$ cat src/rtl/cnn_pkg.sv
// Shared types and constants for the MNIST batch inference sequencer.
// Widths here also size the sequencer interface, so both stay consistent.
package cnn_pkg;

    localparam int MAX_IMAGES = 16;
    localparam int IMG_PIXELS = 784;
    localparam int CLASS_W    = 4;
    localparam int NUM_W      = $clog2(MAX_IMAGES + 1);
    localparam int IDX_W      = $clog2(MAX_IMAGES);
    localparam int BASE_W     = $clog2(MAX_IMAGES * IMG_PIXELS);

    typedef enum logic [2:0] {
        IDLE,
        FLUSH,
        LAUNCH,
        STREAM,
        EMIT,
        DONE
    } seq_state_t;

    typedef struct packed {
        logic [IDX_W-1:0]   idx;
        logic [CLASS_W-1:0] cls;
        logic               timeout;
    } seq_result_t;

    function automatic logic [NUM_W-1:0] clamp_images(input logic [NUM_W-1:0] n);
        return (n > NUM_W'(MAX_IMAGES)) ? NUM_W'(MAX_IMAGES) : n;
    endfunction

endpackage

$ cat src/rtl/inference_sequencer_if.sv
// Control, streamer/CNN and result hand-off signals of the inference sequencer.
// slave is the sequencer side, master is the host/streamer/CNN side.
import cnn_pkg::*;

interface inference_sequencer_if;
    logic               start;
    logic [NUM_W-1:0]   num_images;
    logic               abort;
    logic               busy;
    logic               all_done;
    logic               img_start;
    logic [BASE_W-1:0]  img_base;
    logic               stream_done;
    logic               cnn_flush;
    logic               cnn_res_valid;
    logic [CLASS_W-1:0] cnn_res_class;
    logic               res_valid;
    logic               res_ready;
    logic [IDX_W-1:0]   res_idx;
    logic [CLASS_W-1:0] res_class;
    logic               res_timeout;

    modport master (
        output start, num_images, abort, stream_done, cnn_res_valid, cnn_res_class, res_ready,
        input  busy, all_done, img_start, img_base, cnn_flush, res_valid, res_idx, res_class,
               res_timeout
    );

    modport slave (
        input  start, num_images, abort, stream_done, cnn_res_valid, cnn_res_class, res_ready,
        output busy, all_done, img_start, img_base, cnn_flush, res_valid, res_idx, res_class,
               res_timeout
    );
endinterface

$ cat src/rtl/seq_timer.sv
// Loadable down-counter with zero flag; saturates at zero.
// Shared between the flush hold count and the per-image timeout.
module seq_timer #(
    parameter int W = 13
) (
    input  logic         clk,
    input  logic         rst,
    input  logic         load,
    input  logic [W-1:0] load_val,
    input  logic         dec,
    output logic         zero
);
    logic [W-1:0] count;

    always_ff @(posedge clk or posedge rst) begin
        if (rst) begin
            count <= '0;
        end else if (load) begin
            count <= load_val;
        end else if (dec && (count != '0)) begin
            count <= count - 1'b1;
        end
    end

    assign zero = (count == '0);
endmodule

$ cat src/rtl/inference_sequencer.sv
// Runs a batch of MNIST images through the streamer and CNN, one result record per image.
//
// state  | meaning
// IDLE   | waiting for start
// FLUSH  | cnn_flush held for FLUSH_CYCLES
// LAUNCH | img_start pulse, timeout loaded
// STREAM | collecting stream_done and CNN result, or timing out
// EMIT   | result record offered until res_ready
// DONE   | all_done pulse
module inference_sequencer
    import cnn_pkg::*;
#(
    parameter int TIMEOUT_CYCLES = 4096,
    parameter int FLUSH_CYCLES   = 4
) (
    input logic                  clk,
    input logic                  rst,
    inference_sequencer_if.slave bus
);
    localparam int TMR_W = $clog2(TIMEOUT_CYCLES + 1);
    // The timer reads zero on the last counted cycle, hence the offsets.
    localparam logic [TMR_W-1:0] FLUSH_LOAD = TMR_W'(FLUSH_CYCLES - 1);
    localparam logic [TMR_W-1:0] TMO_LOAD   = TMR_W'(TIMEOUT_CYCLES - 2);

    seq_state_t        state, state_nxt;
    seq_result_t       res_q;
    logic [NUM_W-1:0]  n_lat;
    logic [BASE_W-1:0] base_q;
    logic              got_stream, got_res;
    logic              zero_done;
    logic              tmr_load, tmr_dec, tmr_zero;
    logic [TMR_W-1:0]  tmr_val;
    logic              both_now, last_img, aborting;

    assign both_now = (got_stream || bus.stream_done) && (got_res || bus.cnn_res_valid);
    assign last_img = (NUM_W'(res_q.idx) == n_lat - NUM_W'(1));
    assign aborting = bus.abort && (state != IDLE);

    seq_timer #(.W(TMR_W)) u_timer (
        .clk      (clk),
        .rst      (rst),
        .load     (tmr_load),
        .load_val (tmr_val),
        .dec      (tmr_dec),
        .zero     (tmr_zero)
    );

    always_ff @(posedge clk or posedge rst) begin
        if (rst) state <= IDLE;
        else     state <= state_nxt;
    end

    always_comb begin
        state_nxt = state;
        tmr_load  = 1'b0;
        tmr_val   = FLUSH_LOAD;
        tmr_dec   = 1'b0;
        case (state)
            IDLE: begin
                if (bus.start && (bus.num_images != '0)) begin
                    state_nxt = FLUSH;
                    tmr_load  = 1'b1;
                end
            end
            FLUSH: begin
                tmr_dec = 1'b1;
                if (tmr_zero) state_nxt = LAUNCH;
            end
            LAUNCH: begin
                state_nxt = STREAM;
                tmr_load  = 1'b1;
                tmr_val   = TMO_LOAD;
            end
            STREAM: begin
                tmr_dec = 1'b1;
                if (both_now || tmr_zero) state_nxt = EMIT;
            end
            EMIT: begin
                if (bus.res_ready) begin
                    if (last_img) begin
                        state_nxt = DONE;
                    end else begin
                        state_nxt = FLUSH;
                        tmr_load  = 1'b1;
                    end
                end
            end
            DONE:    state_nxt = IDLE;
            default: state_nxt = IDLE;
        endcase
        if (aborting) begin
            state_nxt = IDLE;
            tmr_load  = 1'b0;
        end
    end

    always_ff @(posedge clk or posedge rst) begin
        if (rst) begin
            res_q      <= '0;
            n_lat      <= '0;
            base_q     <= '0;
            got_stream <= 1'b0;
            got_res    <= 1'b0;
            zero_done  <= 1'b0;
        end else begin
            zero_done <= (state == IDLE) && bus.start && (bus.num_images == '0);
            if (!aborting) begin
                case (state)
                    IDLE: begin
                        if (bus.start && (bus.num_images != '0)) begin
                            n_lat  <= clamp_images(bus.num_images);
                            res_q  <= '0;
                            base_q <= '0;
                        end
                    end
                    LAUNCH: begin
                        got_stream    <= 1'b0;
                        got_res       <= 1'b0;
                        res_q.cls     <= '0;
                        res_q.timeout <= 1'b0;
                    end
                    STREAM: begin
                        if (bus.stream_done) got_stream <= 1'b1;
                        if (bus.cnn_res_valid && !got_res) begin
                            got_res   <= 1'b1;
                            res_q.cls <= bus.cnn_res_class;
                        end
                        // Expiry only counts when the capture did not complete this cycle.
                        if (!both_now && tmr_zero) begin
                            res_q.timeout <= 1'b1;
                            res_q.cls     <= '0;
                        end
                    end
                    EMIT: begin
                        if (bus.res_ready && !last_img) begin
                            res_q.idx <= res_q.idx + 1'b1;
                            base_q    <= base_q + BASE_W'(IMG_PIXELS);
                        end
                    end
                    default: ;
                endcase
            end
        end
    end

    assign bus.busy        = (state != IDLE);
    assign bus.all_done    = (state == DONE) || zero_done;
    assign bus.img_start   = (state == LAUNCH);
    assign bus.cnn_flush   = (state == FLUSH);
    assign bus.res_valid   = (state == EMIT);
    assign bus.img_base    = base_q;
    assign bus.res_idx     = res_q.idx;
    assign bus.res_class   = res_q.cls;
    assign bus.res_timeout = res_q.timeout;
endmodule

$ cat src/flat_wrapper.sv
// flat-port wrapper written by rule: the top's interface ports become plain ports
module inference_sequencer_flat import cnn_pkg::*;
#(
    parameter int TIMEOUT_CYCLES = 4096,
    parameter int FLUSH_CYCLES   = 4
)
  (clk, rst, bus_start, bus_num_images, bus_abort, bus_stream_done, bus_cnn_res_valid, bus_cnn_res_class, bus_res_ready, bus_busy, bus_all_done, bus_img_start, bus_img_base, bus_cnn_flush, bus_res_valid, bus_res_idx, bus_res_class, bus_res_timeout);
  inference_sequencer_if bus_i ();
  input logic clk;
  input logic rst;
  input wire logic [$bits(bus_i.start)-1:0] bus_start;
  input wire logic [$bits(bus_i.num_images)-1:0] bus_num_images;
  input wire logic [$bits(bus_i.abort)-1:0] bus_abort;
  input wire logic [$bits(bus_i.stream_done)-1:0] bus_stream_done;
  input wire logic [$bits(bus_i.cnn_res_valid)-1:0] bus_cnn_res_valid;
  input wire logic [$bits(bus_i.cnn_res_class)-1:0] bus_cnn_res_class;
  input wire logic [$bits(bus_i.res_ready)-1:0] bus_res_ready;
  output wire logic [$bits(bus_i.busy)-1:0] bus_busy;
  output wire logic [$bits(bus_i.all_done)-1:0] bus_all_done;
  output wire logic [$bits(bus_i.img_start)-1:0] bus_img_start;
  output wire logic [$bits(bus_i.img_base)-1:0] bus_img_base;
  output wire logic [$bits(bus_i.cnn_flush)-1:0] bus_cnn_flush;
  output wire logic [$bits(bus_i.res_valid)-1:0] bus_res_valid;
  output wire logic [$bits(bus_i.res_idx)-1:0] bus_res_idx;
  output wire logic [$bits(bus_i.res_class)-1:0] bus_res_class;
  output wire logic [$bits(bus_i.res_timeout)-1:0] bus_res_timeout;
  assign bus_i.start = bus_start;
  assign bus_i.num_images = bus_num_images;
  assign bus_i.abort = bus_abort;
  assign bus_i.stream_done = bus_stream_done;
  assign bus_i.cnn_res_valid = bus_cnn_res_valid;
  assign bus_i.cnn_res_class = bus_cnn_res_class;
  assign bus_i.res_ready = bus_res_ready;
  assign bus_busy = bus_i.busy;
  assign bus_all_done = bus_i.all_done;
  assign bus_img_start = bus_i.img_start;
  assign bus_img_base = bus_i.img_base;
  assign bus_cnn_flush = bus_i.cnn_flush;
  assign bus_res_valid = bus_i.res_valid;
  assign bus_res_idx = bus_i.res_idx;
  assign bus_res_class = bus_i.res_class;
  assign bus_res_timeout = bus_i.res_timeout;
  inference_sequencer #(.TIMEOUT_CYCLES(TIMEOUT_CYCLES), .FLUSH_CYCLES(FLUSH_CYCLES)) u_core (.clk(clk), .rst(rst), .bus(bus_i));
endmodule
$ cat config.mk
export PLATFORM = sky130hd
export DESIGN_NAME = inference_sequencer_flat
export DESIGN_NICKNAME = d
export VERILOG_FILES = /design/src/rtl/cnn_pkg.sv /design/src/rtl/inference_sequencer_if.sv /design/src/rtl/seq_timer.sv /design/src/rtl/inference_sequencer.sv /design/src/flat_wrapper.sv
export SDC_FILE = /design/constraint.sdc
export NUM_CORES = 1
export LEC_CHECK = 0
export BUFFER_PORTS_ARGS = -buffer_cell sky130_fd_sc_hd__buf_2
export CAP_MARGIN = 20
export CORE_AREA = 2 2 87 64
export CTS_BUF_LIST = sky130_fd_sc_hd__clkbuf_8
export CTS_CLUSTER_DIAMETER = 60
export DETAILED_ROUTE_END_ITERATION = 8
export DIE_AREA = 0 0 89 66
export PLACE_DENSITY = 0.68
export SLEW_MARGIN = 25
export SYNTH_ARGS = -nofsm -noshare
export SYNTH_HDL_FRONTEND = slang
export SYNTH_SLANG_ARGS = --single-unit
$ cat constraint.sdc
create_clock -name clk -period 3.95 [get_ports clk]
set_clock_uncertainty 0.15 [all_clocks]
set_input_delay 0 -clock clk [delete_from_list [all_inputs] [get_ports clk]]
set_output_delay 0 -clock clk [all_outputs]
set_load 0.01 [all_outputs]
# Word-level counts from Yosys, hierarchy flattened

Cells that the tools add are included.

Register bits after elaboration: 47
Output and inout bits: 28

Add/subtract/negate cells: 4
$lt $le $gt $ge: 1
Equality and inequality tests: 16
Mux-type cells: 30
Bitwise logic cells: 1
Reductions and logical operators: 34

Operators with widths:

| kind                     | number |
|---|---|
| $mux W14                 | 2 |
| $pmux W14 S2             | 1 |
| $mux W13                 | 2 |
| $mux W3                  | 6 |
| $reduce_and A4 Y1        | 4 |
| $pmux W3 S5              | 1 |
| $pmux W5 S3              | 1 |
| $add A14 B10 Y14 const B | 1 |
| $logic_not A13 Y1        | 1 |
| $reduce_bool A13 Y1      | 1 |
| $sub A13 B1 Y13 const B  | 1 |
| $mux W12                 | 1 |
| $ne A3 B1 Y1 const B     | 4 |
| $mux W5                  | 2 |
| $logic_and A1 B1 Y1      | 9 |
| $mux W9                  | 1 |
| $reduce_and A3 Y1        | 3 |
| $mux W4                  | 2 |
| $ne A2 B1 Y1 const B     | 4 |
| $pmux W4 S2              | 1 |
| $mux W1                  | 7 |
| $eq A3 B2 Y1 const B     | 2 |
| $eq A3 B3 Y1 const B     | 2 |
| $reduce_bool A2 Y1       | 3 |
| 17 further kinds         | 24 |

# Longest topological paths before layout

Gate-level depths: netlist of run 1.

Depth in word-level cells: 7
Depth in mapped cells: 8
Gate-level depth less buffers: 7

# By module

From an unflattened synthesis of run 1, not the netlist that was laid out.

Cells, all modules: 296
Area total of the unflattened synthesis: 2731.4 um2

Modules (own cells, without submodules):

| module              | instances | cells each | area an instance (um2) | sequential area each (um2) |
|---|---|---|---|---|
| inference_sequencer | 1         | 204        | 1826.8                 | 750.7 |
| seq_timer           | 1         | 92         | 904.6                  | 325.3 |

# Worst setup path after synthesis of run 1

Ideal clock, no wire load.

Kind: register to register
Start point: register u_core.u_timer.count[0]
End point: register u_core.u_timer.count[2]
Library setup time: 0.126 ns
Arrival time: 2.088 ns
Data required time: 3.674 ns
Slack: 1.586 ns
Stages on the path, launching flop included: 9
Path buffers: 1
Clock period less this slack: 2.364 ns
Cell sequence: dfrtp_1 inv_1 ha_1 or4b_4 or4_4 buf_6 and3_1 xnor2_1 a21oi_1

Longest elaborated chain between the ends: 3
Elaborated cells between the ends (all ways): 6
Classes of those cells: 1 x add/sub; 2 x mux; 3 x reduce/logical

Ends and longest elaborated chain:

| what                                                   | RTL line                         | RTL |
|---|---|---|
| from (decl)                                            | seq_timer.sv:13                  | `logic [W-1:0] count;` |
| from (signal assigned)                                 | seq_timer.sv:19                  | `count <= load_val;` |
| from (signal assigned)                                 | seq_timer.sv:21                  | `count <= count - 1'b1;` |
| $sub A13 B1 Y13 or $reduce_bool A13 Y1 (tied branches) | seq_timer.sv:21, seq_timer.sv:20 |  |
| $mux W13 or $logic_and A1 B1 Y1 (tied branches)        | seq_timer.sv:20                  | `end else if (dec && (count != '0)) begin` |
| $mux W13 or $reduce_bool A2 Y1 (tied branches)         | -                                |  |

Several ways; a longest one is shown, not always the timed one. The select of a mux whose other input is x is not followed.
A chain may end at the register's enable or synchronous reset.

# Worst setup path after layout of run 1

Start point: register u_core.n_lat[0]
End point: register u_core.u_timer.count[12]

Longest elaborated chain between the ends: 7
Elaborated cells between the ends (all ways): 8
Classes of those cells: 1 x add/sub; 1 x eq/ne; 5 x mux; 1 x reduce/logical

Ends and longest elaborated chain:

| what                                           | RTL line                   | RTL |
|---|---|---|
| from (decl)                                    | inference_sequencer.sv:27  | `logic [NUM_W-1:0] n_lat;` |
| from (signal assigned)                         | inference_sequencer.sv:111 | `n_lat <= clamp_images(bus.num_images);` |
| $sub A5 B1 Y5 *                                | inference_sequencer.sv:36  | `assign last_img = (NUM_W'(res_q.idx) == n_lat - NUM_W'(1));` |
| $eq A4 B5 Y1 *                                 | inference_sequencer.sv:36  |  |
| $mux W1 *                                      | inference_sequencer.sv:80  | `if (last_img) begin` |
| $mux W1 *                                      | inference_sequencer.sv:79  | `if (bus.res_ready) begin` |
| $pmux W1 S3 *                                  | inference_sequencer.sv:58  | `case (state)` |
| $mux W1 *                                      | inference_sequencer.sv:91  | `if (aborting) begin` |
| $mux W13 or $reduce_bool A2 Y1 (tied branches) | -                          |  |

Every way passes the cells marked *; elsewhere a longest branch is shown, timed or not.

==> results.py, run 1 <==
metrics = {
    "clock_network": {
        "clockBufferDepth": 2,
        "cts-buffers-inserted": 5,
        "cts_sinks": 43,
        "clkLatencyLatePin_ps": 300,
        "root_buffer": "clkbuf_8",
        "cts.htree.levels": 2,
        "postCtsResizedCells": 0,
        "cts_tree": "done",
        "postCtsSetupRepairBufs": 0,
        "clkTransAtPathRegs_ps": 80,
    },
    "cells_and_area": {
        "fin_util_pct": 58.8,
        "fill_cells": 456,
        "area_growth_pct": 21.0,
        "drive_gt1_share_pct": 19.6,
        "diodes": 0,
        "layout.nets": 342,
        "layout.cells.non_filler": 394,
    },
    "floorplan": {
        "die_area_um2": 5870,
        "die_h_um": 66,
        "num_rows": 22,
        "io_pins": 44,
        "start_util_pct": 48.6,
        "die_w_um": 89,
        "core_um2": 5060,
    },
    "critical_path": {
        "cp_data_required_time_ps": 4040,
        "cp-start-kind": "register",
        "path_cells": "inv_1, ha_1, o21ba_2, a221oi_1, o2111ai_2, a211oi_2, o311a_1",
        "cp_max_fo": 13,
        "path_buf_inv": 1,
        "slowest_stage": "a211oi_2",
        "critical_path_class": "register to register",
        "critPathTopFamily": "compound AO/OA/AOI/OAI gates",
        "slowest_delay_ps": 800,
        "crit_path_end_kind": "register",
        "arrival_ps": 3010,
    },
    "timing": {
        "fmax_mhz": 342,
        "drv_slew": 0,
        "finalSetupViolations": 0,
        "finalSetupTns_ps": 0,
        "worstMarginPinSlew_ps": 866,
        "whs_ps": 205,
        "relSlewSlack_pct": 42.2,
        "rsz0062_at_grt": "false",
        "fin_crit_sh_pct": 74.0,
        "hold_violations": 0,
        "fin_crit_ps": 2920,
    },
    "placed_design": {
        "portBuffers": 39,
        "placed_cells": 368,
        "dp_hpwl_um": 3720,
        "gp_congestion": 0.823,
    },
    "logic_synthesis": {
        "avgSynthCellArea_um2": 9.30,
        "synth_area_um2": 2460,
        "seq_area_frac_synth_pct": 43.7,
        "synth_cell_types": 60,
        "synth.most_common_cell": "dfrtp_1",
        "synth_top_area_cell": "dfrtp_1",
        "synth_top_area_share_pct": 43.7,
        "synth_area_leaders": "dfrtp_1 44%, nand2_1 4.7%, a21oi_1 3.3%",
        "ys_seq_elements": 43,
        "ys.flop_type": "dfrtp_1",
        "yosys_warnings": 0,
        "syn_inst": 265,
        "synth_commonest_cells": "43 x dfrtp_1, 31 x nand2_1, 19 x nor2_1",
        "synthArstFlopShare_pct": 100,
        "synth-edff-count": 0,
    },
    "global_routing": {
        "met2_usage_pct": 29.7,
        "grt_max_degree": 44,
        "grt_pass1_wl_um": 9410,
        "track_usage_pct": 21.0,
        "grt_use_met1_pct": 31.7,
        "grt-busiest-layer": "met1",
        "antenna_found_initial": 0,
        "grt-ovfl-total": 0,
        "grt_use_met3_pct": 4.00,
        "grt_pass1_vias": 1960,
    },
    "pwr": {
        "power_density_nw_per_um2": 552,
        "finalPower_mw": 1.64,
        "leakage_nw": 1.40,
        "ir_drop_mv": 0.208,
    },
    "detailed_routing": {
        "drcViolationCount": 0,
        "firstDrtPassIters": 4,
        "wl_um": 5670,
        "ant_nets": 0,
        "vias_per_cell": 5.52,
        "drt_iter0_markers": 141,
        "wl_per_cell_um": 14.4,
        "vias": 2174,
    },
    "min_path": {
        "hp-class": "primary input to asynchronous set/reset pin",
    },
    "run_status": {
        "status": "completed",
    },
    "job": {
        "drv_cap": 0,
    },
}
==> final timing paths <==
check	startpoint	to	slack [ps]	depth (start not counted)
worst max-delay path	u_core.n_lat[0]$_DFFE_PP0P_	u_core.u_timer.count[12]$_DFFE_PP0P_	1030	7
worst min-delay path	rst	u_core.bus.img_base[5]$_DFFE_PP0P_	200	4
worst max register to register	u_core.n_lat[0]$_DFFE_PP0P_	u_core.u_timer.count[12]$_DFFE_PP0P_	1030	7
worst min register to register	u_core.bus.img_base[13]$_DFFE_PP0P_	u_core.bus.img_base[13]$_DFFE_PP0P_	320	1
max in group asynchronous	rst	u_core.bus.res_class[3]$_DFFE_PP0P_	3050	4
min in group clk	u_core.bus.img_base[13]$_DFFE_PP0P_	u_core.bus.img_base[13]$_DFFE_PP0P_	320	1
==> metal layers <==
| layer | routed length, µm | share of wire, % |
|---|---|---|
| met5 | 0 | 0 |
| met3 | 313 | 5.5 |
| met1 | 2840 | 50 |
| met2 | 2380 | 42 |
| met4 | 135 | 2.4 |
==> layout make-up <==
class / instances / area, µm² / area share (%)
repair buffers: 61 / 408 / 13.7
well taps: 72 / 90.1 / 3.02
multi-input cells: 202 / 1280 / 43.1
flip-flops and latches: 43 / 1080 / 36.1
clock inverters: 1 / 5.00 / 0.168
clock buffers: 6 / 82.6 / 2.77
inverters: 9 / 33.8 / 1.13
==> power breakdown <==
group / switching, mW / internal (mW)
Clock: 0.153 / 0.137
Sequential: 0.145 / 0.557
Combinational: 0.359 / 0.293
==> sequential cells by signal (all words and copies together) (netlist names) <==
name and flops:
u_core.bus.img_base 10, u_core.bus.res_class 4, u_core.bus.res_idx 4, u_core.bus.res_timeout 1
u_core.got_res 1, u_core.got_stream 1, u_core.n_lat 5, u_core.state 3
u_core.u_timer.count 13, u_core.zero_done 1
==> logic make-up after synthesis <==
logic type | after synthesis | synth area share (%)
AO/OA/AOI/OAI | 71 | 20.4
XOR/XNOR | 12 | 4.27
adder cells (fa/ha/maj) | 4 | 2.03
buffers and inverters | 23 | 4.62
flip-flops | 43 | 43.7
multiplexers | 6 | 2.44
other | 1 | 0.152
AND/OR/NAND/NOR | 105 | 22.4
==> what timing repair did <==
| item | CTS | global route |
|---|---|---|
| setup endpoints to repair | 0 | 0 |
| hold buffers | 19 | 0 |
| endpoints found under the hold margin | 60 | 0 |
==> tightest hold or removal path, cell delays in order <==
cell           delay, ps
dlygate4sd3_1        530
buf_2                120
clkinv_1              30
buf_4                440
==> placed cells by master (no fill, tap or decap), drive strengths merged, types with 5 or more instances in the layout <==
cell type    instances
o21ai               15
xnor2                7
or4                  5
inv                  8
nor3                 8
a31oi                6
clkbuf               6
nand2b               6
buf                 42
nand2               31
xor2                 5
dlygate4sd3         19
a21oi               16
nand3               11
nor2                19
dfrtp               43
mux2i                6
==> through the flow <==
step                      area (µm²)  setup WS (ps)
after global placement          2700           1110
after CTS                       2980           1030
after global routing            2980            737
final                           2980           1030
after detailed placement        2700           1050
after floorplan                 2470           1590
Power figures use the tool's default switching activity.
==> inputs of run 2 (changes only) <==
==> constraint.sdc (replaced) <==
create_clock -name clk -period 3 [get_ports clk]
set_clock_uncertainty 0.15 [all_clocks]
set_input_delay 0 -clock clk [delete_from_list [all_inputs] [get_ports clk]]
set_output_delay 0 -clock clk [all_outputs]
set_load 0.01 [all_outputs]
==> results.py, run 2 (synthesis results as in run 1) <==
metrics = {
    "pwr": {
        "switchingPower_uw": 875,
        "comb_power_share_pct": 42.4,
        "finalPower_mw": 2.18,
        "netSwitchingFraction_pct": 40.2,
        "clkPwrFrac_pct": 16.3,
        "ir_drop_mv": 0.324,
        "internal_power_mw": 1.30,
        "power_density_nw_per_um2": 718,
        "seq_power_share_pct": 41.3,
        "leakage_nw": 1.44,
    },
    "job": {
        "drv_cap": 0,
    },
    "floorplan": {
        "io_pins": 44,
        "die_h_um": 66,
        "core_um2": 5060,
        "die_area_um2": 5870,
        "start_util_pct": 48.6,
        "die_w_um": 89,
        "num_rows": 22,
    },
    "timing": {
        "worstMarginPinSlew_ps": 721,
        "rsz0062_at_grt": "false",
        "fin_ws_ps": 447,
        "finalSetupTns_ps": 0,
        "hold_violations": 0,
        "finalSetupViolations": 0,
        "fin_crit_sh_pct": 85.1,
        "fmax_mhz": 392,
        "whs_ps": 220,
        "relSlewSlack_pct": 51.8,
        "fin_crit_ps": 2550,
        "drv_slew": 0,
    },
    "cells_and_area": {
        "largest_register_ffs": 13,
        "regMostFlops": "u_core.u_timer.count",
        "drive_gt1_share_pct": 21.1,
        "area_growth_pct": 23.2,
        "layout.nets": 350,
        "fill_cells": 454,
        "diodes": 0,
        "mostFrequentLayoutCells": "43 x dfrtp_1, 39 x buf_2, 31 x nand2_1, 19 x nor2_1, 19 x dlygate4sd3_1",
        "final_common_cell": "dfrtp_1",
        "layout.cells.non_filler": 403,
    },
    "global_routing": {
        "grt_pass1_vias": 2034,
        "grt_pass1_wl_um": 9810,
        "grt_max_degree": 44,
        "track_usage_pct": 21.6,
        "grt-ovfl-total": 0,
        "antenna_found_initial": 0,
    },
    "critical_path": {
        "cp_data_required_time_ps": 3070,
        "crit_path_end_kind": "register",
        "cp_max_fo": 8,
        "critical_path_class": "register to register",
        "arrival_ps": 2620,
        "cp-start-kind": "register",
    },
    "placed_design": {
        "portBuffers": 39,
        "dp_slack_ps": 507,
        "dp_hpwl_um": 4040,
        "placed_cells": 376,
        "gp_congestion": 0.805,
    },
    "clock_network": {
        "cts-buffers-inserted": 5,
        "postCtsSetupRepairBufs": 0,
        "clkTransAtPathRegs_ps": 80,
        "clockBufferDepth": 2,
        "cts_tree": "done",
        "cts_sinks": 43,
        "clkLatencyLatePin_ps": 300,
        "cts.htree.levels": 2,
        "root_buffer": "clkbuf_8",
    },
    "detailed_routing": {
        "wl_per_cell_um": 14.5,
        "drt_iter0_markers": 112,
        "vias_per_cell": 5.49,
        "wl_um": 5860,
        "drcViolationCount": 0,
        "vias": 2214,
        "ant_nets": 0,
        "firstDrtPassIters": 4,
    },
    "min_path": {
        "hp-class": "primary input to asynchronous set/reset pin",
    },
    "run_status": {
        "status": "completed",
    },
}
## run 2: cell count changes in the layout (fill, tap and decap cells not counted), sizes merged
cell and delta:
inv +2, buf +8, clkbuf -1
## run 2: cell type report
class                           instances  area [µm²]  share of cell area, %
Clock inverter                          3        12.5                  0.412
Inverter                                9        33.8                   1.11
Timing Repair Buffer                   69         468                   15.4
Sequential cell                        43        1080                   35.5
Tap cell                               72        90.1                   2.97
Clock buffer                            5        68.8                   2.27
Multi-Input combinational cell        202        1280                   42.4
## run 2: worst max-delay path: stages, from the launching register on
cell,delay [ps]
dfrtp_1,440
or4b_2,700
o21ba_2,410
nand3_1,110
dlygate4sd3_1,560
o21ai_0,90
## run 2: path summary, 6_finish.rpt
| kind | cells past startpoint | startpoint | endpoint | slack (ps) |
|---|---|---|---|---|
| worst max-delay path | 5 | u_core.state[1]$_DFFE_PP0P_ | u_core.n_lat[0]$_DFFE_PP0P_ | 450 |
| worst min-delay path | 4 | rst | u_core.bus.img_base[8]$_DFFE_PP0P_ | 220 |
| worst max register to register | 5 | u_core.state[1]$_DFFE_PP0P_ | u_core.n_lat[0]$_DFFE_PP0P_ | 450 |
| worst min register to register | 1 | u_core.bus.img_base[13]$_DFFE_PP0P_ | u_core.bus.img_base[13]$_DFFE_PP0P_ | 330 |
| max in group asynchronous | 4 | rst | u_core.bus.res_class[1]$_DFFE_PP0P_ | 2100 |
| min in group clk | 1 | u_core.bus.img_base[13]$_DFFE_PP0P_ | u_core.bus.img_base[13]$_DFFE_PP0P_ | 330 |
## run 2: power groups by stage
stage | clock network [mW] | registers (mW) | logic, mW
5_1_grt | 0.394 | 0.921 | 1.04
6_report | 0.354 | 0.900 | 0.923
2_1_floorplan | 0 | 0.872 | 0.680
4_1_cts | 0.359 | 0.896 | 0.924
3_3_place_gp | 0 | 0.895 | 0.877
3_5_place_dp | 0 | 0.906 | 0.901
## run 2: metrics by stage
stage          cell area, µm²  util (%)
6_report                 3030      59.9
5_1_grt                  3030      59.9
4_1_cts                  3030      59.9
3_5_place_dp             2760      54.5
3_3_place_gp             2760      54.5
2_1_floorplan            2470         -
## run 2: timing repair
item / CTS / global route
resized for setup: 0 / 0
hold endpoints to repair: 60 / 0
hold buffers: 19 / 0
## run 2: routing by layer
metal / wire length [µm] / vias to the layer above / global-route usage, %
li1: - / 1079 / -
met5: 0 / - / 0
met1: 2920 / 1066 / 31.6
met3: 304 / 10 / 4.00
met4: 79 / 0 / 5.60
met2: 2560 / 59 / 33.0
==> inputs of run 3 (changes only) <==
--- a/config.mk
+++ b/config.mk
@@ -7,13 +7,14 @@
 export LEC_CHECK = 0
 export BUFFER_PORTS_ARGS = -buffer_cell sky130_fd_sc_hd__buf_2
 export CAP_MARGIN = 20
-export CORE_AREA = 2 2 87 64
+export CORE_AREA = 2 2 92 67
 export CTS_BUF_LIST = sky130_fd_sc_hd__clkbuf_8
 export CTS_CLUSTER_DIAMETER = 60
 export DETAILED_ROUTE_END_ITERATION = 8
-export DIE_AREA = 0 0 89 66
-export PLACE_DENSITY = 0.68
+export DIE_AREA = 0 0 94 69
+export PLACE_DENSITY = 0.67
 export SLEW_MARGIN = 25
 export SYNTH_ARGS = -nofsm -noshare
 export SYNTH_HDL_FRONTEND = slang
+export SYNTH_HIERARCHICAL = 1
 export SYNTH_SLANG_ARGS = --single-unit
==> results.py, run 3 <==
metrics = {
    "cells_and_area": {
        "area_growth_pct": 21.9,
        "layout.cells.non_filler": 434,
        "regMostFlops": "u_core/u_timer/count",
        "fin_util_pct": 59.4,
        "layout.nets": 380,
        "diodes": 0,
        "drive_gt1_share_pct": 22.0,
        "final_common_cell": "dfrtp_1",
        "largest_register_ffs": 13,
        "mostFrequentLayoutCells": "43 x dfrtp_1, 39 x buf_2, 27 x nor2_1, 27 x nand2_1, 21 x dlygate4sd3_1",
    },
    "logic_synthesis": {
        "synth_commonest_cells": "43 x dfrtp_1, 27 x nand2_1, 27 x nor2_1",
        "yosys_warnings": 6,
        "synth-edff-count": 0,
        "seq_area_frac_synth_pct": 39.4,
        "ys.flop_type": "dfrtp_1",
        "synth_area_leaders": "dfrtp_1 39%, nand2_1 3.7%, nor2_1 3.7%",
        "synth.most_common_cell": "dfrtp_1",
        "ys_seq_elements": 43,
        "synth_top_area_cell": "dfrtp_1",
        "synth_area_um2": 2730,
        "synth_cell_types": 74,
        "synthArstFlopShare_pct": 100,
        "syn_inst": 296,
        "synth_top_area_share_pct": 39.4,
        "avgSynthCellArea_um2": 9.23,
    },
    "detailed_routing": {
        "drt_iter0_markers": 173,
        "wl_per_cell_um": 14.9,
        "drcViolationCount": 0,
        "wl_um": 6470,
        "vias_per_cell": 5.56,
        "vias": 2411,
        "firstDrtPassIters": 5,
        "ant_nets": 0,
    },
    "clock_network": {
        "cts.htree.levels": 2,
        "cts-buffers-inserted": 5,
        "clockBufferDepth": 2,
        "cts_tree": "done",
        "postCtsSetupRepairBufs": 0,
        "clkLatencyLatePin_ps": 290,
        "root_buffer": "clkbuf_8",
        "cts_sinks": 43,
        "clkTransAtPathRegs_ps": 80,
        "postCtsResizedCells": 0,
    },
    "timing": {
        "finalSetupTns_ps": 0,
        "fmax_mhz": 376,
        "fin_crit_ps": 2660,
        "worstMarginPinSlew_ps": 589,
        "drv_slew": 0,
        "hold_violations": 0,
        "relSlewSlack_pct": 60.2,
        "fin_ws_ps": 341,
        "fin_crit_sh_pct": 88.6,
        "finalSetupViolations": 0,
        "rsz0062_at_grt": "false",
        "whs_ps": 65.8,
    },
    "global_routing": {
        "grt_pass1_vias": 2266,
        "grt-ovfl-total": 0,
        "grt_use_met1_pct": 34.2,
        "grt_pass1_wl_um": 11100,
        "track_usage_pct": 21.1,
        "antenna_found_initial": 0,
        "met2_usage_pct": 29.0,
        "grt_use_met3_pct": 4.26,
        "grt-busiest-layer": "met1",
        "grt_max_degree": 31,
    },
    "placed_design": {
        "gp_congestion": 0.816,
        "dp_slack_ps": 393,
        "dp_hpwl_um": 4490,
        "portBuffers": 39,
        "placed_cells": 406,
    },
    "floorplan": {
        "die_w_um": 94,
        "die_h_um": 69,
        "core_um2": 5610,
        "num_rows": 23,
        "start_util_pct": 48.7,
        "die_area_um2": 6490,
        "io_pins": 44,
    },
    "pwr": {
        "ir_drop_mv": 0.420,
        "power_density_nw_per_um2": 814,
        "leakage_nw": 1.58,
    },
    "min_path": {
        "holdPathStages": 5,
        "holdCritStartpoint": "bus_start",
        "hp-class": "primary input to register",
        "whs_endpoint": "u_core/state[0]$_DFFE_PP0P_",
    },
    "critical_path": {
        "cp_data_required_time_ps": 3030,
        "critical_path_class": "register to register",
        "r2r_slack_ps": 340,
        "reg2reg_to": "u_core/u_timer/count[8]$_DFFE_PP0P_",
        "cp-start-kind": "register",
        "arrival_ps": 2680,
        "ff2ff_path_depth": 9,
        "cp_max_fo": 25,
        "r2r_start": "u_core/n_lat[0]$_DFFE_PP0P_",
        "crit_path_end_kind": "register",
    },
    "job": {
        "drv_cap": 0,
    },
    "run_status": {
        "status": "completed",
    },
}
## run 3: worst max-delay path by stage
stage | startpoint | end | slack (ps) | depth (start not counted)
floorplan | u_core/n_lat[0]$_DFFE_PP0P_ | u_core/u_timer/count[8]$_DFFE_PP0P_ | 430 | 10
global route | u_core/n_lat[0]$_DFFE_PP0P_ | u_core/u_timer/count[4]$_DFFE_PP0P_ | 110 | 11
CTS | u_core/n_lat[0]$_DFFE_PP0P_ | u_core/u_timer/count[8]$_DFFE_PP0P_ | 350 | 9
finish | u_core/n_lat[0]$_DFFE_PP0P_ | u_core/u_timer/count[8]$_DFFE_PP0P_ | 340 | 9
global placement | u_core/n_lat[0]$_DFFE_PP0P_ | u_core/u_timer/count[10]$_DFFE_PP0P_ | 460 | 11
detailed placement | u_core/n_lat[0]$_DFFE_PP0P_ | u_core/u_timer/count[8]$_DFFE_PP0P_ | 390 | 9
## run 3: per-stage QoR
stage | instance area (µm²) | total power [mW]
2_1_floorplan | 2750 | 1.89
5_1_grt | 3330 | 2.94
6_report | 3330 | 2.71
3_5_place_dp | 3020 | 2.21
3_3_place_gp | 3020 | 2.20
4_1_cts | 3330 | 2.71
## run 3: critical path: stages, from the launching register on
cell      delay (ps)
dfrtp_1          400
inv_1             70
ha_1             240
xnor2_1          160
a221oi_1         110
o211ai_1         230
nand3_1          130
a311oi_2         350
buf_4            330
mux2_2           360
## run 3: layout make-up
class | instances | area [µm²]
well taps | 75 | 93.8
inverters | 16 | 60.1
clock buffers | 5 | 68.8
multi-input cells | 224 | 1530
clock inverters | 2 | 33.8
flip-flops and latches | 43 | 1080
repair buffers | 69 | 473
fillers | 502 | 2280
## run 3: power breakdown
| part | internal [mW] | switching (mW) |
|---|---|---|
| Sequential | 0.740 | 0.233 |
| Combinational | 0.592 | 0.713 |
| Clock | 0.241 | 0.191 |
| Total | 1.57 | 1.14 |
## run 3: per-layer routing
metal,up-vias,wire length (µm)
met3,7,357
met5,-,0
li1,1190,-
met1,1142,3380
met2,72,2690
met4,0,41
## run 3: what timing repair did
action / in CTS / in global routing
setup endpoints to repair: 0 / 0
hold buffers: 21 / 0
hold endpoints to repair: 58 / 0
## run 3: cells by family (layout without fill, tap and decap cells)
group	Yosys count	in the layout	synth area share (%)
adders and majority gates	6	6	2.66
buffers and inverters	33	92	5.54
xor gates and xnor gates	8	8	2.57
AOI/OAI and AO/OA	76	76	20.8
other	2	6	0.275
muxes	9	9	3.34
and+or+nand+nor	119	119	25.4
DFF	43	43	39.4
